## src/rtl/syn_cnt_ctrl_pkg.sv

```systemverilog
// Shared definitions for the synchronous-counter sequencing controller.
//   - state encoding for the controller FSM
//   - run-mode encodings and a small state-decode helper
package syn_cnt_ctrl_pkg;

  // Controller states. The encoding is fixed because software-visible debug
  // taps and the bench both refer to these numeric values.
  typedef enum logic [1:0] {
    IDLE  = 2'd0,
    CLEAR = 2'd1,
    RUN   = 2'd2,
    PAUSE = 2'd3
  } state_e;

  // Run mode, captured when a run is started from IDLE.
  localparam logic MODE_ONESHOT  = 1'b0;
  localparam logic MODE_PERIODIC = 1'b1;

  // A run is in progress in every state except IDLE.
  function automatic logic state_is_busy(input state_e s);
    return (s != IDLE);
  endfunction

endpackage : syn_cnt_ctrl_pkg

```

## src/rtl/syn_cnt_ctrl.sv

```systemverilog
// Sequencing controller for a T-flip-flop synchronous up-counter.
//   Drives the counter's enable / active-low clear and compares its q output
//   against a programmable terminal count (TC). One-shot or periodic runs,
//   with pause (stop), resume (start) and abort. Outputs are a Moore decode of
//   the state plus the live cnt_q compare; there are no output registers.
//
// Ports:
//   clk        rising-edge clock
//   clr        asynchronous active-low reset; also forces cnt_clr_n low
//   start      start a run from IDLE / resume from PAUSE
//   stop       pause a running count (counter value held)
//   abort      end any run, return to IDLE, clear the counter
//   mode       0 = one-shot, 1 = periodic (sampled on start from IDLE)
//   tc_load    load tc_in into the TC register (IDLE only)
//   tc_in      terminal count value
//   cnt_q      current counter value
//   cnt_en     counter enable
//   cnt_clr_n  counter clear, active-low
//   busy       high in CLEAR / RUN / PAUSE
//   done       one-cycle pulse when the terminal count is reached
//   irq        sticky interrupt, set the cycle after done
//   irq_clr    clears irq
//
// Build option: define SYN_CNT_CTRL_IRQ_EN to build the sticky irq flag.
// Without it irq is tied low and irq_clr is ignored.
//
// Command priority within a cycle: abort > stop > start. tc_load is
// independent of the commands but only has effect in IDLE.
module syn_cnt_ctrl
  import syn_cnt_ctrl_pkg::*;
#(
  parameter int REG_SIZE = 4
) (
  input  logic                clk,
  input  logic                clr,
  input  logic                start,
  input  logic                stop,
  input  logic                abort,
  input  logic                mode,
  input  logic                tc_load,
  input  logic [REG_SIZE-1:0] tc_in,
  input  logic [REG_SIZE-1:0] cnt_q,
  output logic                cnt_en,
  output logic                cnt_clr_n,
  output logic                busy,
  output logic                done,
  output logic                irq,
  input  logic                irq_clr
);

  // ---------------------------------------------------------------------
  // State
  // ---------------------------------------------------------------------
  state_e              state_q, state_d;
  logic [REG_SIZE-1:0] tc_q, tc_d;
  logic                mode_q, mode_d;

  // Counter-clear request from the FSM; combined with the reset below.
  logic                clr_req;

  // ">=" rather than "==" so that a counter that somehow sits above TC
  // still terminates the run instead of wrapping round forever.
  logic                hit;
  assign hit = (cnt_q >= tc_q);

  // ---------------------------------------------------------------------
  // State registers
  // ---------------------------------------------------------------------
  always_ff @(posedge clk or negedge clr) begin
    if (!clr) begin
      state_q <= IDLE;
      tc_q    <= '1;
      mode_q  <= MODE_ONESHOT;
    end else begin
      state_q <= state_d;
      tc_q    <= tc_d;
      mode_q  <= mode_d;
    end
  end

  // ---------------------------------------------------------------------
  // Next-state and output decode
  // ---------------------------------------------------------------------
  always_comb begin
    state_d = state_q;
    tc_d    = tc_q;
    mode_d  = mode_q;
    cnt_en  = 1'b0;
    clr_req = 1'b0;
    done    = 1'b0;

    unique case (state_q)
      IDLE: begin
        // TC is only writable between runs so it stays stable for a run.
        // A load coinciding with start is captured here and therefore
        // already in effect when the first RUN compare happens.
        if (tc_load) begin
          tc_d = tc_in;
        end
        if (start && !stop && !abort) begin
          mode_d  = mode;
          state_d = CLEAR;
        end
      end

      CLEAR: begin
        // One cycle of synchronous clear so the counter reads 0 in the
        // first RUN cycle.
        clr_req = 1'b1;
        if (abort) begin
          state_d = IDLE;
        end else begin
          state_d = RUN;
        end
      end

      RUN: begin
        if (abort) begin
          // No done pulse on abort, even if the compare hits this cycle.
          clr_req = 1'b1;
          state_d = IDLE;
        end else if (stop) begin
          // stop beats hit: the terminal count is re-detected on resume.
          state_d = PAUSE;
        end else if (hit) begin
          done    = 1'b1;
          state_d = (mode_q == MODE_PERIODIC) ? CLEAR : IDLE;
        end else begin
          cnt_en  = 1'b1;
        end
      end

      PAUSE: begin
        // Counter frozen and compare ignored until resumed or aborted.
        if (abort) begin
          clr_req = 1'b1;
          state_d = IDLE;
        end else if (!stop && start) begin
          state_d = RUN;
        end
      end

      default: begin
        state_d = IDLE;
      end
    endcase
  end

  // Reset holds the counter cleared without waiting for a clock edge in
  // the controller; the counter itself samples this on its own clock.
  assign cnt_clr_n = clr & ~clr_req;
  assign busy      = state_is_busy(state_q);

  // ---------------------------------------------------------------------
  // Optional sticky interrupt
  // ---------------------------------------------------------------------
`ifdef SYN_CNT_CTRL_IRQ_EN
  logic irq_q, irq_d;

  // Set has priority over clear so a done can never be lost.
  always_comb begin
    irq_d = irq_q;
    if (irq_clr) begin
      irq_d = 1'b0;
    end
    if (done) begin
      irq_d = 1'b1;
    end
  end

  always_ff @(posedge clk or negedge clr) begin
    if (!clr) begin
      irq_q <= 1'b0;
    end else begin
      irq_q <= irq_d;
    end
  end

  assign irq = irq_q;
`else
  logic unused_irq_clr;
  assign unused_irq_clr = irq_clr;
  assign irq            = 1'b0;
`endif

endmodule : syn_cnt_ctrl

```

## config.mk

```make
export PLATFORM = sky130hd
export DESIGN_NAME = syn_cnt_ctrl
export DESIGN_NICKNAME = d
export VERILOG_FILES = /design/src/rtl/syn_cnt_ctrl_pkg.sv /design/src/rtl/syn_cnt_ctrl.sv
export SDC_FILE = /design/constraint.sdc
export NUM_CORES = 1
export LEC_CHECK = 0
export ABC_CLOCK_PERIOD_IN_PS = 1700
export CORE_UTILIZATION = 35
export DETAILED_ROUTE_END_ITERATION = 10
export GPL_TIMING_DRIVEN = 0
export HOLD_SLACK_MARGIN = 0.06
export PLACE_DENSITY = 0.72
export SYNTH_ARGS = -nofsm -noshare
export SYNTH_HDL_FRONTEND = slang
export SYNTH_SLANG_ARGS = --single-unit
```

## constraint.sdc

```tcl
create_clock -name clk -period 1.7 [get_ports clk]
set_input_delay 0.34 -clock clk [delete_from_list [all_inputs] [get_ports clk]]
set_output_delay 0.34 -clock clk [all_outputs]
set_load 0.05 [all_outputs]
```

==> impl_metrics.tcl <==
set metrics [dict create \
    outcome "finished with violations" \
    violations "setup timing" \
    cts.clk_slew.worst_paths_ns 0.05 \
    critical_path.max_fanout 3 \
    crit_path_arrival_time_ns 1.70 \
    fin_util 0.7009 \
    syn_area_um2 467.9 \
    synthCells 50 \
    ys_seq_elements 7 \
    synth_top_cell_by_area "dfstp_2" \
    synth_nets 70 \
    setup.reg_to_reg.worst_slack_ns -0.16 \
    multi_input_comb_area_um2 351.6 \
    critPathCaptureType "primary output" \
    final_critical_path_setup_slack_ns -0.3431 \
    area_delta_synth_final_pct 75.40 \
    grt_max_degree 9 \
    globalplace.congestion 0.7457 \
    finalCriticalPeriod_ns 2.043 \
    criticalPathCategory "flip-flop to primary output" \
    route.vias.total 433 \
    global_route_wire_length_before_repair_um 1814 \
    final_common_cell "clkdlybuf4s50_1" \
    clkLatencyLatePin_ns 0.24 \
    boundaryPins 21 \
    timing_hold_violations_final 0 \
    total_die_area_um2 1487 \
    final_cell_area_um2 820.8 \
    finalPower_mw 1.230 \
    timing.critical_path.from_type "flip-flop" \
    antenna_violations_before_repair 0 \
    number_of_enable_flip_flop_cells_after_synthesis 0 \
    synth_sequential_area_ratio 0.3850 \
    ys_async_sr_fraction 1.000 \
    placed_area_um2 690.7 \
    synth_cell_type_count 25 \
    buffers_on_ports 18 \
    layoutNonFillerInstCount 90 \
    hold_class "primary input to async pin" \
    floorplan.core_area_um2 1171 \
    fin_skew_ns 0.002951 \
    antenna_cells_inserted 0 \
    avgViaCountPerCell 4.811 \
    number_of_endpoints_failing_setup_at_the_final_stage 4 \
    gr-total-overflow 0 \
    power.static_leakage_nw 0.3491 \
    worstPathRequired_ns 1.36 \
    place.detailed.hpwl_um 769.4 \
    cts_num_sinks 7 \
    synth-main-ff-cell "dfstp_2" \
    fp.dieW_um 38.57 \
    placed_cells_incl_taps 82 \
    layout-drive-gt1-share 0.4605 \
    grt_usage 0.1864 \
    final.period_utilization 1.202 \
    cts_tree "yes" \
    route.detailed.drc 0 \
    floorplan.initialDensity 0.3996 \
    max_clock_freq_mhz 489.5 \
    rows 12 \
    synthesis.yosys.warnings 0 \
    fillers 108 \
    synthDominantCellAreaShare 0.2246 \
    ir_worst_vdd_mv 0.7371 \
    powerDensity_nw_per_um2 1499 \
    antenna_violating_nets_post_route 0 \
    ff_latch_area_um2 180.2 \
    detail_route.iter0.violations 2 \
    average_wire_per_cell_in_the_routed_design_um 11.76 \
    first_pass_iters 2 \
    rsz0062_at_grt "true" \
    cts_max_level 1 \
    drv.max_cap_violation_count 0 \
    die-height_um 38.57 \
    clk_path_buf_depth 2 \
    synth.avg_cell_area_um2 9.359 \
    ctsRootBufferMaster "clkbuf_4" \
    grt_pass1_vias 426 \
    layout.nets 97 \
    synth_top_cells_by_area "dfstp_2 (22%), dfrtp_1 (16%), ha_1 (11%)" \
    number_of_cts_inserted_buffers 3 \
    routed_wl_um 1058 \
    pins_over_slew_limit 0 \
    layout.cells.most_common_list "clkdlybuf4s50_1 (9), buf_4 (6)" \
]
## report_power, final
part / switching (mW) / internal [mW] / leakage, nW
combinational: 0.388 / 0.343 / 0.254
sequential: 0.0740 / 0.282 / 0.0797
clock: 0.0541 / 0.0891 / 0.0150
total: 0.516 / 0.715 / 0.349
## cell families after synthesis
| logic type | share of synthesized area |
|---|---|
| buffers and inverters | 0.07486 |
| AOI/OAI and AO/OA | 0.1604 |
| adders and majority gates | 0.1070 |
| and+or+nand+nor | 0.1925 |
| DFF | 0.3850 |
| muxes | 0.07219 |
| other | 0.008014 |
## worst max-delay path, cell delays in order, from the launching register on
cell      delay (ns)
dfstp_2         0.52
inv_2           0.05
ha_4            0.26
o211ai_1        0.09
o21ai_2         0.22
and2_4          0.19
buf_8           0.14
## cells in the mapped netlist, types with 2 or more instances
cell     instances
ha_1             4
nand2_1          4
dfrtp_1          3
dfstp_2          4
a21oi_1          2
inv_1            6
nor2_1           4
mux2_1           3
o21ai_0          3
o21a_1           2
## metal layers
| layer | global-route usage | up-vias | part of all wire |
|---|---|---|---|
| met5 | 0 | - | 0 |
| li1 | - | 219 | - |
| met4 | 0.1293 | 0 | 0.0095 |
| met2 | 0.2958 | 9 | 0.52 |
| met3 | 0.03488 | 2 | 0.031 |
| met1 | 0.2234 | 203 | 0.44 |
## sequential cells by signal, indices dropped and copies added (netlist names)
name,count
tc_q,4
state_q,2
mode_q,1
## metrics by stage
stage / hold WS [ns] / setup WS, ns / TNS, ns
floorplan: 0.04441 / -0.01620 / -0.01971
global placement: 0.4844 / -1.011 / -3.461
detailed placement: 0.4932 / -1.042 / -3.591
CTS: 0.09671 / -0.3799 / -0.9017
global route: 0.1149 / -0.4269 / -1.117
finish: 0.1007 / -0.3431 / -0.7717
## what timing repair did
| item | 4_1_cts | 5_1_grt |
|---|---|---|
| pin swaps | 7 | 6 |
| gates cloned | 0 | 0 |
| setup buffers | 3 | 1 |
| hold buffers | 0 | 0 |
| endpoints found under the setup margin | 6 | 5 |
| gates resized for setup | 37 | 7 |
## area by class of cell
cell class                 count  share of cell area
sequential                     7              0.2195
inverter                       6             0.02744
buffer                         2             0.01524
tap                           14             0.02134
multi-input combinational     35              0.4284
timing repair buffer          22              0.2561
clock buffer                   4             0.03201
## path summary, 6_finish.rpt
path | from | end | cells past startpoint
worst max-delay path | tc_q[3] | done | 6
worst min-delay path | clr | state_q[0] | 1
worst max register to register | tc_q[1] | state_q[1] | 7
worst min register to register | mode_q | mode_q | 1
max in group asynchronous | clr | tc_q[3] | 1
min in group clk | mode_q | mode_q | 1
(Power assumes the default switching activity.)
